--- src/rtl/ram_burst_ctrl.sv ---
// Burst front-end for a single-port RAM: turns write/read burst commands into
// per-beat RAM strobes and buffers read results in a show-ahead response FIFO.
module ram_burst_ctrl #(
    parameter int DATA_WIDTH     = 8,
    parameter int ADDR_BUS_WIDTH = 4,
    parameter int RD_LATENCY     = 2,
    parameter int RSP_FIFO_DEPTH = 4
) (
    input  logic                      clk,
    input  logic                      rst_n,
    input  logic                      cmd_valid,
    output logic                      cmd_ready,
    input  logic                      cmd_write,
    input  logic [ADDR_BUS_WIDTH-1:0] cmd_addr,
    input  logic [ADDR_BUS_WIDTH-1:0] cmd_len,
    input  logic                      wr_valid,
    output logic                      wr_ready,
    input  logic [DATA_WIDTH-1:0]     wr_data,
    output logic                      rd_valid,
    input  logic                      rd_ready,
    output logic [DATA_WIDTH-1:0]     rd_data,
    output logic                      busy,
    output logic [ADDR_BUS_WIDTH-1:0] address_loc,
    output logic [DATA_WIDTH-1:0]     data_inbit,
    output logic                      write_en,
    output logic                      read_en,
    input  logic [DATA_WIDTH-1:0]     data_outbit
);

    localparam int PTR_W = (RSP_FIFO_DEPTH > 1) ? $clog2(RSP_FIFO_DEPTH) : 1;
    localparam int CNT_W = $clog2(RSP_FIFO_DEPTH + 1);
    localparam int SUM_W = $clog2(RSP_FIFO_DEPTH + RD_LATENCY + 1);

    typedef enum logic [1:0] {
        IDLE,
        WRITE,
        READ,
        DRAIN
    } state_t;

    state_t                    state_reg, state_next;
    logic [ADDR_BUS_WIDTH-1:0] cur_addr_reg, cur_addr_next;
    logic [ADDR_BUS_WIDTH-1:0] remain_reg, remain_next;
    logic [ADDR_BUS_WIDTH-1:0] address_loc_reg, address_loc_next;
    logic [DATA_WIDTH-1:0]     data_inbit_reg, data_inbit_next;
    logic                      write_en_reg, write_en_next;
    logic                      read_en_reg, read_en_next;
    logic                      issue;

    logic                      vld_reg [RD_LATENCY];
    logic [SUM_W-1:0]          inflight;
    logic [SUM_W-1:0]          credit_sum;
    logic                      credit_ok;

    logic [DATA_WIDTH-1:0]     fifo_mem [RSP_FIFO_DEPTH];
    logic [PTR_W-1:0]          wr_ptr_reg, rd_ptr_reg;
    logic [CNT_W-1:0]          count_reg;
    logic                      push, pop, fifo_empty;

    function automatic logic [PTR_W-1:0] ptr_inc(input logic [PTR_W-1:0] p);
        return (p == PTR_W'(RSP_FIFO_DEPTH - 1)) ? '0 : p + PTR_W'(1);
    endfunction

    // One valid bit per outstanding read; the last tap lines up with data_outbit.
    genvar gi;
    generate
        for (gi = 0; gi < RD_LATENCY; gi++) begin : g_vld
            if (gi == 0) begin : g_head
                always_ff @(posedge clk or negedge rst_n) begin
                    if (!rst_n) vld_reg[gi] <= 1'b0;
                    else        vld_reg[gi] <= issue;
                end
            end else begin : g_tail
                always_ff @(posedge clk or negedge rst_n) begin
                    if (!rst_n) vld_reg[gi] <= 1'b0;
                    else        vld_reg[gi] <= vld_reg[gi-1];
                end
            end
        end
    endgenerate

    always_comb begin
        inflight = '0;
        for (int i = 0; i < RD_LATENCY; i++) begin
            inflight = inflight + SUM_W'(vld_reg[i]);
        end
    end

    // Every in-flight read already owns a FIFO slot, so pushes can never overflow.
    assign credit_sum = inflight + SUM_W'(count_reg);
    assign credit_ok  = credit_sum < SUM_W'(RSP_FIFO_DEPTH);

    assign push       = vld_reg[RD_LATENCY-1];
    assign fifo_empty = (count_reg == '0);
    assign pop        = !fifo_empty && rd_ready;

    always_ff @(posedge clk) begin
        if (push) fifo_mem[wr_ptr_reg] <= data_outbit;
    end

    always_ff @(posedge clk or negedge rst_n) begin
        if (!rst_n) begin
            wr_ptr_reg <= '0;
            rd_ptr_reg <= '0;
            count_reg  <= '0;
        end else begin
            if (push) wr_ptr_reg <= ptr_inc(wr_ptr_reg);
            if (pop)  rd_ptr_reg <= ptr_inc(rd_ptr_reg);
            case ({push, pop})
                2'b10:   count_reg <= count_reg + CNT_W'(1);
                2'b01:   count_reg <= count_reg - CNT_W'(1);
                default: count_reg <= count_reg;
            endcase
        end
    end

    always_ff @(posedge clk or negedge rst_n) begin
        if (!rst_n) begin
            state_reg       <= IDLE;
            cur_addr_reg    <= '0;
            remain_reg      <= '0;
            address_loc_reg <= '0;
            data_inbit_reg  <= '0;
            write_en_reg    <= 1'b0;
            read_en_reg     <= 1'b0;
        end else begin
            state_reg       <= state_next;
            cur_addr_reg    <= cur_addr_next;
            remain_reg      <= remain_next;
            address_loc_reg <= address_loc_next;
            data_inbit_reg  <= data_inbit_next;
            write_en_reg    <= write_en_next;
            read_en_reg     <= read_en_next;
        end
    end

    always_comb begin
        state_next       = state_reg;
        cur_addr_next    = cur_addr_reg;
        remain_next      = remain_reg;
        address_loc_next = address_loc_reg;
        data_inbit_next  = data_inbit_reg;
        write_en_next    = 1'b0;
        read_en_next     = 1'b0;
        issue            = 1'b0;
        case (state_reg)
            IDLE: begin
                if (cmd_valid) begin
                    cur_addr_next = cmd_addr;
                    remain_next   = cmd_len;
                    state_next    = cmd_write ? WRITE : READ;
                end
            end
            WRITE: begin
                if (wr_valid) begin
                    write_en_next    = 1'b1;
                    address_loc_next = cur_addr_reg;
                    data_inbit_next  = wr_data;
                    cur_addr_next    = cur_addr_reg + ADDR_BUS_WIDTH'(1);
                    remain_next      = remain_reg - ADDR_BUS_WIDTH'(1);
                    if (remain_reg == '0) state_next = IDLE;
                end
            end
            READ: begin
                if (credit_ok) begin
                    issue            = 1'b1;
                    read_en_next     = 1'b1;
                    address_loc_next = cur_addr_reg;
                    cur_addr_next    = cur_addr_reg + ADDR_BUS_WIDTH'(1);
                    remain_next      = remain_reg - ADDR_BUS_WIDTH'(1);
                    if (remain_reg == '0) state_next = DRAIN;
                end
            end
            DRAIN: begin
                if (inflight == '0) state_next = IDLE;
            end
            default: state_next = IDLE;
        endcase
    end

    assign cmd_ready   = (state_reg == IDLE);
    assign wr_ready    = (state_reg == WRITE);
    assign busy        = (state_reg != IDLE) || !fifo_empty;
    assign rd_valid    = !fifo_empty;
    assign rd_data     = fifo_empty ? '0 : fifo_mem[rd_ptr_reg];
    assign address_loc = address_loc_reg;
    assign data_inbit  = data_inbit_reg;
    assign write_en    = write_en_reg;
    assign read_en     = read_en_reg;

endmodule
--- config.mk ---
export PLATFORM = sky130hd
export DESIGN_NAME = ram_burst_ctrl
export DESIGN_NICKNAME = d
export VERILOG_FILES = /design/src/rtl/ram_burst_ctrl.sv
export SDC_FILE = /design/constraint.sdc
export NUM_CORES = 1
export LEC_CHECK = 0
export CAP_MARGIN = 20
export CORE_MARGIN = 3
export CORE_UTILIZATION = 58
export CTS_BUF_LIST = sky130_fd_sc_hd__clkbuf_2 sky130_fd_sc_hd__clkbuf_4 sky130_fd_sc_hd__clkbuf_8
export DETAILED_ROUTE_END_ITERATION = 6
export PLACE_DENSITY = 0.88
export SYNTH_ARGS = -nofsm -noshare
export SYNTH_HDL_FRONTEND = slang
export SYNTH_SLANG_ARGS = --single-unit
export TNS_END_PERCENT = 20
--- constraint.sdc ---
create_clock -name clk -period 4.9 [get_ports clk]
set_input_delay 0.98 -clock clk [delete_from_list [all_inputs] [get_ports clk]]
set_output_delay 0.98 -clock clk [all_outputs]
set_load 0.03 [all_outputs]
# After elaboration in Yosys (flattened, before gate mapping)

Memories as Yosys holds them, arrays and structs flattened.
Cells that the tools add are included.

$add $sub $neg: 8
$lt $le $gt $ge: 1
Equal/unequal tests: 13
Multiplexer cells: 29
Reduce and logical (&&, ||, !) cells: 15

Operators with widths:

| cell                  | count |
|---|---|
| $mux W4               | 8 |
| $pmux W4 S3           | 2 |
| $mux W2               | 9 |
| $eq A2 B2 Y1 const B  | 5 |
| $ne A2 B2 Y1 const B  | 5 |
| $mux W8               | 1 |
| $pmux W2 S4           | 1 |
| $pmux W4 S2           | 1 |
| $logic_not A3 Y1      | 2 |
| $mux W1               | 6 |
| $pmux W3 S2           | 1 |
| $reduce_and A6 Y1     | 1 |
| $reduce_bool A2 Y1    | 3 |
| $add A2 B1 Y2 const B | 2 |
| $add A4 B1 Y4 const B | 1 |
| $eq A2 B1 Y1 const B  | 2 |
| $logic_not A4 Y1      | 1 |
| $reduce_and A4 Y1     | 1 |
| $sub A4 B1 Y4 const B | 1 |
| $add A2 B3 Y3         | 1 |
| $add A3 B1 Y3 const B | 1 |
| $lt A3 B3 Y1 const B  | 1 |
| $reduce_and A3 Y1     | 1 |
| $reduce_bool A3 Y1    | 1 |
| other kinds (8)       | 8 |

Register bits: 32
Memory bits (writable): 32
Input port bits: 30
Output and inout port bits: 26
Word-level logic and storage cells: 78
Memories: 1

Memories:

| name     | depth | bits a word | rd ports | clocked after memory_dff | write ports | line | source |
|---|---|---|---|---|---|---|---|
| fifo_mem | 4     | 8           | 1        | 0                        | 1           | 55   | `logic [DATA_WIDTH-1:0] fifo_mem [RSP_FIFO_DEPTH];` |

# Logic depth before layout (Yosys ltp)

Gate-level depths: netlist (run 1).

Word-level depth: 5
Gate-level depth with buffers: 10
Gate-level depth less buffers: 10

# Worst setup path before layout (run 1)

OpenSTA, ideal clock, no wires.

Path kind: register to output
Start point: reg rd_ptr_reg[0]
End point: out rd_data[0]
Data arrival time: 1.359 ns
Data required time: 3.920 ns
Setup slack: 2.561 ns
Cell stages (with the launch flop): 4
Buffers on the path: 1
Cells stage by stage: dfrtp_1 buf_2 mux4_2 and2_1

Longest elaborated chain between the ends: 2

Ends and longest elaborated chain:

| item                   | line | source |
|---|---|---|
| start, declared        | 56   | `logic [PTR_W-1:0] wr_ptr_reg, rd_ptr_reg;` |
| start signal, assigned | 108  | `if (pop) rd_ptr_reg <= ptr_inc(rd_ptr_reg);` |
| $mem_v2 Z4 W8          | n/a  |  |
| $mux W8                | 185  | `assign rd_data = fifo_empty ? '0 : fifo_mem[rd_ptr_reg];` |
| end, declared          | 21   | `output logic [DATA_WIDTH-1:0] rd_data,` |

Every way passes these cells.

# Worst setup path in the final report (run 1)

Start point: reg rd_ptr_reg[0]
End point: out rd_data[7]

Same word-level chain as after synthesis.

==> results of run 1 <==
## worst min-delay path by stage
stage / to / slack (ps) / cells past startpoint
2_1_floorplan: count_reg[0]$_DFFE_PN0P_ / 490 / 1
3_3_place_gp: push$_DFF_PN0_ / 430 / 0
3_5_place_dp: push$_DFF_PN0_ / 420 / 0
4_1_cts: push$_DFF_PN0_ / 440 / 0
5_1_grt: push$_DFF_PN0_ / 460 / 0
6_report: push$_DFF_PN0_ / 430 / 0
## per-layer routing
layer / track usage (%) / share of wire [%]
met4: 9.96 / 0.70
met2: 32.6 / 51
met1: 28.0 / 44
met5: 0 / 0
met3: 4.99 / 4.4
## cells by family after synthesis
kind of cell | Yosys count | synth area share, %
and+or+nand+nor | 51 | 9.58
DFF | 64 | 59.4
adders and majority gates | 16 | 7.01
xor gates and xnor gates | 4 | 1.18
muxes | 24 | 12.7
buffers and inverters | 27 | 3.80
AOI/OAI and AO/OA | 29 | 6.29
## area by class of cell
| class | count | share of cell area (%) |
|---|---|---|
| sequential | 64 | 47.1 |
| multi-input combinational | 124 | 29.2 |
| timing repair buffer | 56 | 14.9 |
| clock buffer | 12 | 4.08 |
| tap | 67 | 2.24 |
| inverter | 19 | 1.91 |
| clock inverter | 4 | 0.536 |
## cell usage in the layout, fill, tap and decap left out, types with 2 or more instances in the layout
cell,count
a31oi_1,4
mux2_2,9
clkbuf_4,2
nand2b_1,4
nand4_1,2
clkinv_2,4
dfrtp_1,32
and3_1,4
o211ai_1,4
o21ai_0,4
clkdlybuf4s50_1,55
nand3_1,3
nor3_1,6
clkbuf_8,10
edfxtp_1,32
a21oi_1,10
xor2_1,3
and2_1,14
nor2b_1,2
mux2_4,5
o22a_1,2
nand2_1,7
a41oi_1,2
nor2_1,5
inv_1,19
mux2i_1,2
mux4_2,8
or3_1,2
ha_1,15
## through the flow
| step | worst slack (ps) | hold WS, ps | power, mW | std cells | area (µm²) |
|---|---|---|---|---|---|
| 2_1_floorplan | 2560 | 488 | 1.87 | 215 | 2960 |
| 3_3_place_gp | 1900 | 434 | 2.22 | 330 | 3560 |
| 3_5_place_dp | 1850 | 420 | 2.29 | 330 | 3560 |
| 4_1_cts | 1470 | 438 | 2.68 | 346 | 3740 |
| 5_1_grt | 1390 | 458 | 2.85 | 346 | 3740 |
| 6_report | 1520 | 432 | 2.66 | 346 | 3740 |
## cell usage after synthesis (all sizes together), types with 4 or more instances
library cell and n:
dfrtp 32, edfxtp 32, inv 19, ha 15, and2 14, mux2 14, a21oi 10, mux4 8
nand2 7, nor3 6, and3 5, nor2 5, a31oi 4, buf 4, clkbuf 4, nand2b 4
o211ai 4, o21ai 4
## report_power, final
group          internal (mW)  switching (mW)
Clock                  0.205           0.185
Sequential             0.744           0.146
Combinational          0.645           0.737
Total                   1.59            1.07
## critical path, cell delays in order (launching register included)
cell,delay [ps]
dfrtp_1,710
mux4_2,560
and2_1,180
clkdlybuf4s50_1,610
==> results by group, run 1 <==
Clock network
  • CTS root buffer: clkbuf_8
  • CTS tree: done
  • Hold Buf Count CTS: 0
  • Post-CTS sizing: 0
  • Htree depth: 3
  • CTS Buf Count: 9
  • CTS max path bufs: 2
  • Worst skew pair latency: approximately 320 ps
  • CTS Sinks: 64
  • Clock-pin slew on the worst setup and hold paths: approximately 60 ps
  • Number of post-CTS setup repair buffers: 0

STA
  • Max Freq: roughly 300 MHz
  • Worst Skew: between 3 and 4 ps
  • Setup_tns: 0 ps
  • Fin crit share: a little under 70%
  • RSZ-0062 raised after global routing: no
  • Final setup violation count: 0
  • Slew margin rel.: about three fifths
  • Final Hold Violating Endpoints: 0
  • Minimum clock period: roughly 3400 ps
  • Measured slew at the worst slew-check pin: 588 ps
  • Final Max Slew Viols: 0

Critical path
  • Kind of end point of the critical path: output port
  • Largest fanout on the critical path: 11
  • Setup crit end: rd_data[7]
  • Worst Path Arrival: around 2400 ps
  • Critical path type: register to output port
  • Reg2reg path depth: 6
  • Req. time, crit path: 3920 ps
  • Reg2Reg Launch Point: push$_DFF_PN0_
  • Crit path launch: rd_ptr_reg[0]$_DFFE_PN0N_
  • Worst R2R Setup Slack: ~2600 ps
  • R2r endpoint: address_loc[3]$_DFFE_PN0P_
  • Crit start category: register

Die
  • Die Height: approximately 77 µm
  • Initial Utilization: 61.5%
  • Top-level I/O count: 56
  • DIE WIDTH: approximately 77 µm
  • Core area: just under 5000 µm²
  • Die Area: roughly 6000 µm²
  • Row count: 25

Synth
  • Post-Synthesis Net Count: roughly 260
  • Sequential area share after synthesis: approximately three fifths
  • #FFs+latches synth: 64
  • Post-synth EDFFs: 32
  • Yosys warns: 0
  • Share of the synthesized area in the top cell type: between 30% and 40%
  • Top cells by area, synth: edfxtp_1, dfrtp_1, ha_1
  • Post-synth cell types: 35
  • Mean Syn Cell Area: between 10 and 15 µm²
  • Mapped Cells: 215
  • Cell accounting for the most synthesized area: edfxtp_1
  • Cell Area, Synth: approximately 3000 µm²
  • Asr flop ratio synth: 50.0%
  • Main flop type after synthesis: edfxtp_1

Cells and area
  • Largest register FFs: 32
  • Area of the multi-input gates: 1090 µm²
  • NumNets Final: between 300 and 400
  • Sequential cell area: between 1500 and 2000 µm²
  • Diode count: 0
  • Area Overhead vs Synth: 26.1%
  • Fillers: ~310
  • Finished Core Util: a little under 80%
  • Share of layout cells above drive strength 1: between 10% and 20%

Global route
  • Vias in the first global route: around 1900
  • Initial antenna violation count: 0
  • First-pass GRT wire length: about 9500 µm
  • Pin count of the biggest net entering global routing: 33
  • Gr ovfl total: 0
  • Total GRT Usage: 21.0%

Detailed routing
  • First-pass iteration count of the detailed router: 4
  • Routed WL per cell: roughly 16 µm
  • Number of nets with antenna violations after routing: 0
  • Total number of vias: ~1900
  • Final wirelength: 5570 µm
  • Drt drc: 0
  • 1st-iter DRT viols: ~110
  • Vias/cell: roughly 5.4

Min path
  • HP Class: register to register
  • Beginning of the worst hold path: read_en$_DFF_PN0_

Power
  • Static Leak: ~1.5 nW
  • PwrDens: a little over 700 nW/µm²
  • Worst VDD drop: approximately 0.00055 V

Placed design
  • Port bufs: 55
  • HPWL after DPL: between 4000 and 5000 µm
  • GPL Wtd Cong: ~0.79

Flow run
  • Maximum capacitance violations: 0

Status
  • Status: finished, final reports clean
Power figures use the tool's default switching activity.
==> run 2: changes to the inputs <==
--- a/config.mk
+++ b/config.mk
@@ -7,10 +7,10 @@
 export LEC_CHECK = 0
 export CAP_MARGIN = 20
 export CORE_MARGIN = 3
-export CORE_UTILIZATION = 58
+export CORE_UTILIZATION = 54
 export CTS_BUF_LIST = sky130_fd_sc_hd__clkbuf_2 sky130_fd_sc_hd__clkbuf_4 sky130_fd_sc_hd__clkbuf_8
 export DETAILED_ROUTE_END_ITERATION = 6
-export PLACE_DENSITY = 0.88
+export PLACE_DENSITY = 0.82
 export SYNTH_ARGS = -nofsm -noshare
 export SYNTH_HDL_FRONTEND = slang
 export SYNTH_SLANG_ARGS = --single-unit
==> constraint.sdc (replaced) <==
create_clock -name clk -period 3.4 [get_ports clk]
set_input_delay 0.68 -clock clk [delete_from_list [all_inputs] [get_ports clk]]
set_output_delay 0.68 -clock clk [all_outputs]
set_load 0.03 [all_outputs]
==> run 2 against run 1 <==
Effect of this change:
- critical path depth unchanged
- core utilization down 5.5 points
- largest power group unchanged
- via count up 1.3%
- global-route usage down 1.5 points
- clock power up 58%
- critical endpoint is now rd_data[5]
==> results by group, run 2 (synthesis results as in run 1) <==
Global route
  • Gr ovfl total: 0 (unchanged)
  • Initial antenna violation count: 0 (unchanged)
  • Vias in the first global route: 1938 (was 1932)
  • Pin count of the biggest net entering global routing: 33 (unchanged)
  • First-pass GRT wire length: 9270 µm (was 9530 µm)
  • Total GRT Usage: 19.4% (was 21.0%)

Detailed routing
  • Number of nets with antenna violations after routing: 0 (unchanged)
  • First-pass iteration count of the detailed router: 4 (unchanged)
  • Total number of vias: 1879 (was 1854)
  • Routed WL per cell: 15.6 µm (was 16.1 µm)
  • 1st-iter DRT viols: 93 (was 106)
  • Drt drc: 0 (unchanged)
  • Vias/cell: 5.40 (was 5.36)
  • Final wirelength: 5430 µm (was 5570 µm)

Critical path
  • Critical path type: register to output port (unchanged)
  • Crit start category: register (unchanged)
  • Worst Path Arrival: 2360 ps (was 2400 ps)
  • Buffers plus inverters on the worst setup path: 1 (unchanged)
  • Req. time, crit path: 2720 ps (was 3920 ps)
  • Slowest-stage cell, CP: dfrtp_1 (unchanged)
  • CP top delay family: flip-flops (unchanged)
  • Slowest Stage Delay on Critical Path: 710 ps (about the same)
  • Largest fanout on the critical path: 11 (unchanged)
  • Kind of end point of the critical path: output port (unchanged)
  • CP cell instances: mux4_2, and2_1, clkdlybuf4s50_1 (unchanged)

Clock network
  • Post-CTS sizing: 0 (unchanged)
  • CTS root buffer: clkbuf_8 (unchanged)
  • Worst skew pair latency: 340 ps (was 320 ps)
  • Htree depth: 3 (unchanged)
  • CTS max path bufs: 2 (unchanged)
  • Clock-pin slew on the worst setup and hold paths: 70 ps (was 60 ps)
  • Hold Buf Count CTS: 0 (unchanged)
  • Number of post-CTS setup repair buffers: 0 (unchanged)
  • CTS tree: done (unchanged)
  • CTS Buf Count: 9 (unchanged)
  • CTS Sinks: 64 (unchanged)

Status
  • Status: finished, final reports clean (unchanged)

Cells and area
  • Most frequent cells in the layout: clkdlybuf4s50_1, dfrtp_1, edfxtp_1, inv_1, ha_1 (unchanged)
  • Diode count: 0 (unchanged)
  • NumNets Final: 320 (unchanged)
  • Share of layout cells above drive strength 1: 14.0% (was 14.3%)
  • Area of the multi-input gates: 1090 µm² (unchanged)
  • Sequential cell area: 1760 µm² (unchanged)
  • Largest register FFs: 32 (unchanged)
  • Area Overhead vs Synth: 26.6% (was 26.1%)
  • Fillers: 357 (was 313)
  • Most common cell after layout, fill and taps aside: clkdlybuf4s50_1 (unchanged)

Die
  • Core area: 5200 µm² (was 4820 µm²)
  • DIE WIDTH: 80.1 µm (was 77.5 µm)
  • Die Height: 80.1 µm (was 77.5 µm)
  • Row count: 26 (was 25)
  • Die Area: 6410 µm² (was 6000 µm²)
  • Initial Utilization: 56.9% (was 61.5%)
  • Top-level I/O count: 56 (unchanged)

Power
  • Static Leak: 1.51 nW (was 1.52 nW)
  • Worst VDD drop: 0.000515 V (was 0.000546 V)
  • PwrDens: 1030 nW/µm² (was 713 nW/µm²)

STA
  • Slew margin rel.: 61.4% (was 60.8%)
  • Setup_tns: 0 ps (unchanged)
  • Measured slew at the worst slew-check pin: 579 ps (was 588 ps)
  • Minimum clock period: ~3000 ps
  • PnR worst setup slack: 365 ps (was 1520 ps)
  • Final Max Slew Viols: 0 (unchanged)
  • Fin Hold WS: 441 ps (was 432 ps)
  • Final Hold Violating Endpoints: 0 (unchanged)
  • Final setup violation count: 0 (unchanged)
  • Max Freq: approximately 330 MHz
  • Worst Skew: 7.85 ps (was 3.56 ps)
  • RSZ-0062 raised after global routing: no (unchanged)
  • Fin crit share: between 80% and 90%

Min path
  • HP Class: register to register (unchanged)

Placed design
  • HPWL after DPL: 3780 µm (was 4030 µm)
  • GPL Wtd Cong: 0.774 (was 0.792)
  • Setup WS pre-CTS: 692 ps (was 1850 ps)
  • Port bufs: 55 (unchanged)

Flow run
  • Maximum capacitance violations: 0 (unchanged)
run 2: changes by cell type in the layout (fill, tap and decap cells not counted):
| cell | delta |
|---|---|
| bufinv_16 | +1 |
| clkinv_2 | -1 |
| clkinv_4 | +1 |
| clkbuf_8 | -1 |
| clkinvlp_4 | +1 |
| clkbuf_4 | -2 |
run 2: area by class of cell:
| class | count | share of cell area [%] |
|---|---|---|
| flip-flops and latches | 64 | 46.9 |
| multi-input cells | 124 | 29.0 |
| repair buffers | 56 | 14.9 |
| clock buffers | 9 | 3.30 |
| well taps | 70 | 2.33 |
| inverters | 19 | 1.90 |
| clock inverters | 6 | 1.63 |
run 2: worst paths after layout:
path / slack, ps / startpoint / endpoint / cells past startpoint
setup / recovery: 360 / rd_ptr_reg[0]$_DFFE_PN0N_ / rd_data[5] / 3
hold / removal: 440 / read_en$_DFF_PN0_ / push$_DFF_PN0_ / 0
setup reg to reg: 1090 / push$_DFF_PN0_ / address_loc[2]$_DFFE_PN0P_ / 6
hold reg to reg: 440 / read_en$_DFF_PN0_ / push$_DFF_PN0_ / 0
max in group asynchronous: 2370 / rst_n / data_inbit[2]$_DFFE_PN0P_ / 2
min in group asynchronous: 740 / rst_n / address_loc[1]$_DFFE_PN0P_ / 2
run 2: layer usage:
layer | share of wire [%] | global-route usage (%)
met2 | 46 | 29.0
met4 | 0.98 | 7.09
met1 | 46 | 26.3
met3 | 6.8 | 7.06
met5 | 0 | 0
run 2: report_power, final:
part / switching [mW] / leakage [nW] / internal (mW)
registers: 0.211 / 0.668 / 1.07
logic: 1.04 / 0.750 / 0.930
clock network: 0.286 / 0.0948 / 0.331
run 2: through the flow:
stage / std cells / utilization (%) / power [mW] / area (µm²)
global route: 348 / 72.1 / 4.15 / 3750
CTS: 348 / 72.1 / 3.90 / 3750
detailed placement: 333 / 68.6 / 3.27 / 3570
global placement: 333 / 68.6 / 3.21 / 3570
floorplan: 215 / - / 2.70 / 2960
finish: 348 / 72.1 / 3.87 / 3750
==> patch: new RTL, settings of run 1 <==
Re-encode `state_t` (4 states) as one-hot, 4 bits wide.
--- a/src/rtl/ram_burst_ctrl.sv
+++ b/src/rtl/ram_burst_ctrl.sv
@@ -31,11 +31,11 @@
     localparam int CNT_W = $clog2(RSP_FIFO_DEPTH + 1);
     localparam int SUM_W = $clog2(RSP_FIFO_DEPTH + RD_LATENCY + 1);
 
-    typedef enum logic [1:0] {
-        IDLE,
-        WRITE,
-        READ,
-        DRAIN
+    typedef enum logic [3:0] {
+        IDLE  = 4'b0001,
+        WRITE = 4'b0010,
+        READ  = 4'b0100,
+        DRAIN = 4'b1000
     } state_t;
 
     state_t                    state_reg, state_next;
Behaviour: no difference found for any inputs over 10 cycles, from zero or initial values and one cycle with rst_n low; not proved beyond that.
==> patch against run 1 <==
Cell area grew 3.9%. Routed wire length up 11%. Global-route usage up 1.4 points. Sequential cell count up 2. Critical path depth unchanged. Critical endpoint is now rd_data[0]. Area after synthesis rose by 3.4%. Utilization grew 1.5 points. Setup slack worse by 0.021 ns. Highest routed layer unchanged. Power shrank 9.4%.
==> patch: results (changes against run 1) <==
GRTUSAGETOTAL_PCT=22.4  # was 21.0%
CRITICAL_PATH.MAX_STAGE_DELAY_NS=0.73  # was 0.71 ns
IR_WORST_VDD_mV=0.399  # was 0.546 mV
FINAL_CORE_UTIL_PCT=79.1  # was 77.6%
PLACED_CELLS_INCL_TAPS=333  # was 330
SYNTH.DISTINCT_CELLS=46  # was 35
GRTUSAGEMET1_PCT=26.9  # was 28.0%
RUN_STATUS='completed'  # unchanged
LAYOUT.CLOCK_BUFFERS=11  # was 12
PLACE.GP.CONGESTION=0.845  # was 0.792
HOLD_WS_NS=0.505  # was 0.432 ns
FINAL.SETUP_SKEW_NS=0.00498  # was 0.00356 ns
CP_DATA_ARRIVAL_TIME_NS=2.42  # was 2.40 ns
SEQ_AREA_FRAC_SYNTH_PCT=59.2  # was 59.4%
LEAKAGE_nW=1.53  # was 1.52 nW
MET2_WIRELENGTH_UM=3330  # was 2820 um
DP_WORST_SETUP_SLACK_NS=1.84  # was 1.85 ns
MET1WIRELENGTH_UM=2510  # was 2460 um
R2R-END='cur_addr_reg[1]'  # was address_loc[3]
WL_UM=6200  # was 5570 um
TIMING_WORST_SLEW_PIN_VALUE_NS=0.606  # was 0.588 ns
MET3_WIRELENGTH_UM=265  # was 245 um
SYNTH_AREA_PER_CELL_UM2=14.1  # was 13.8 um2
HOLDPATHSTAGES=1  # was 0
INV_COUNT=15  # was 19
USE_MET2_PCT=38.9  # was 32.6%
BUFAREASHARENONCLOCK_PCT=14.4  # was 14.9%
SEQ_AREA_UM2=1810  # was 1760 um2
FIN_NETS=319  # was 320
SYNTH_COMMON_CELLS='dfrtp_1, edfxtp_1, inv_1, and2_1, mux2_2'  # was dfrtp_1, edfxtp_1, inv_1, ha_1, and2_1
CLKCELLAREAFRAC_PCT=5.61  # was 4.62%
FIRST_GLOBAL_VIAS=2114  # was 1932
SYNTH_NETS=259  # was 261
YOSYS-TOP-CELLS-AREA='edfxtp_1, dfrtp_1, mux4_2'  # was edfxtp_1, dfrtp_1, ha_1
AREA_OF_THE_MULTI_INPUT_GATES_UM2=1150  # was 1090 um2
ASYNC_FLOP_SHARE_PCT=51.5  # was 50.0%
VIAS=1979  # was 1854
[patch: changes by cell type in the layout (fill, tap and decap cells not counted), sizes merged, moves of 5 or more]
cell   delta
a21oi    -10
o21ai     +8
mux2i     +5
nand3     +5
[patch: logic make-up (layout without fill, tap and decap cells)]
logic type                 count (synthesis)  after routing  share of synthesized area, %
buffers and inverters                     22             87                          3.18
AOI/OAI and AO/OA                         30             30                          7.27
adders and majority gates                 12             12                          5.14
muxes                                     28             28                          12.9
and+or+nand+nor                           55             55                          11.1
xor gates and xnor gates                   4              4                          1.14
DFF                                       66             66                          59.2
[patch: worst register-to-register path, stage by stage (launching register included)]
cell	delay, ns
dfrtp_1	0.46
ha_1	0.23
ha_1	0.29
and4_4	0.21
o31ai_4	0.45
inv_2	0.15
nor2_1	0.49
o21ai_0	0.22
[patch: report_power, final]
group | internal, mW | total (mW) | switching, mW
clock | 0.296 | 0.498 | 0.201
sequential | 0.721 | 0.885 | 0.165
combinational | 0.490 | 1.03 | 0.541
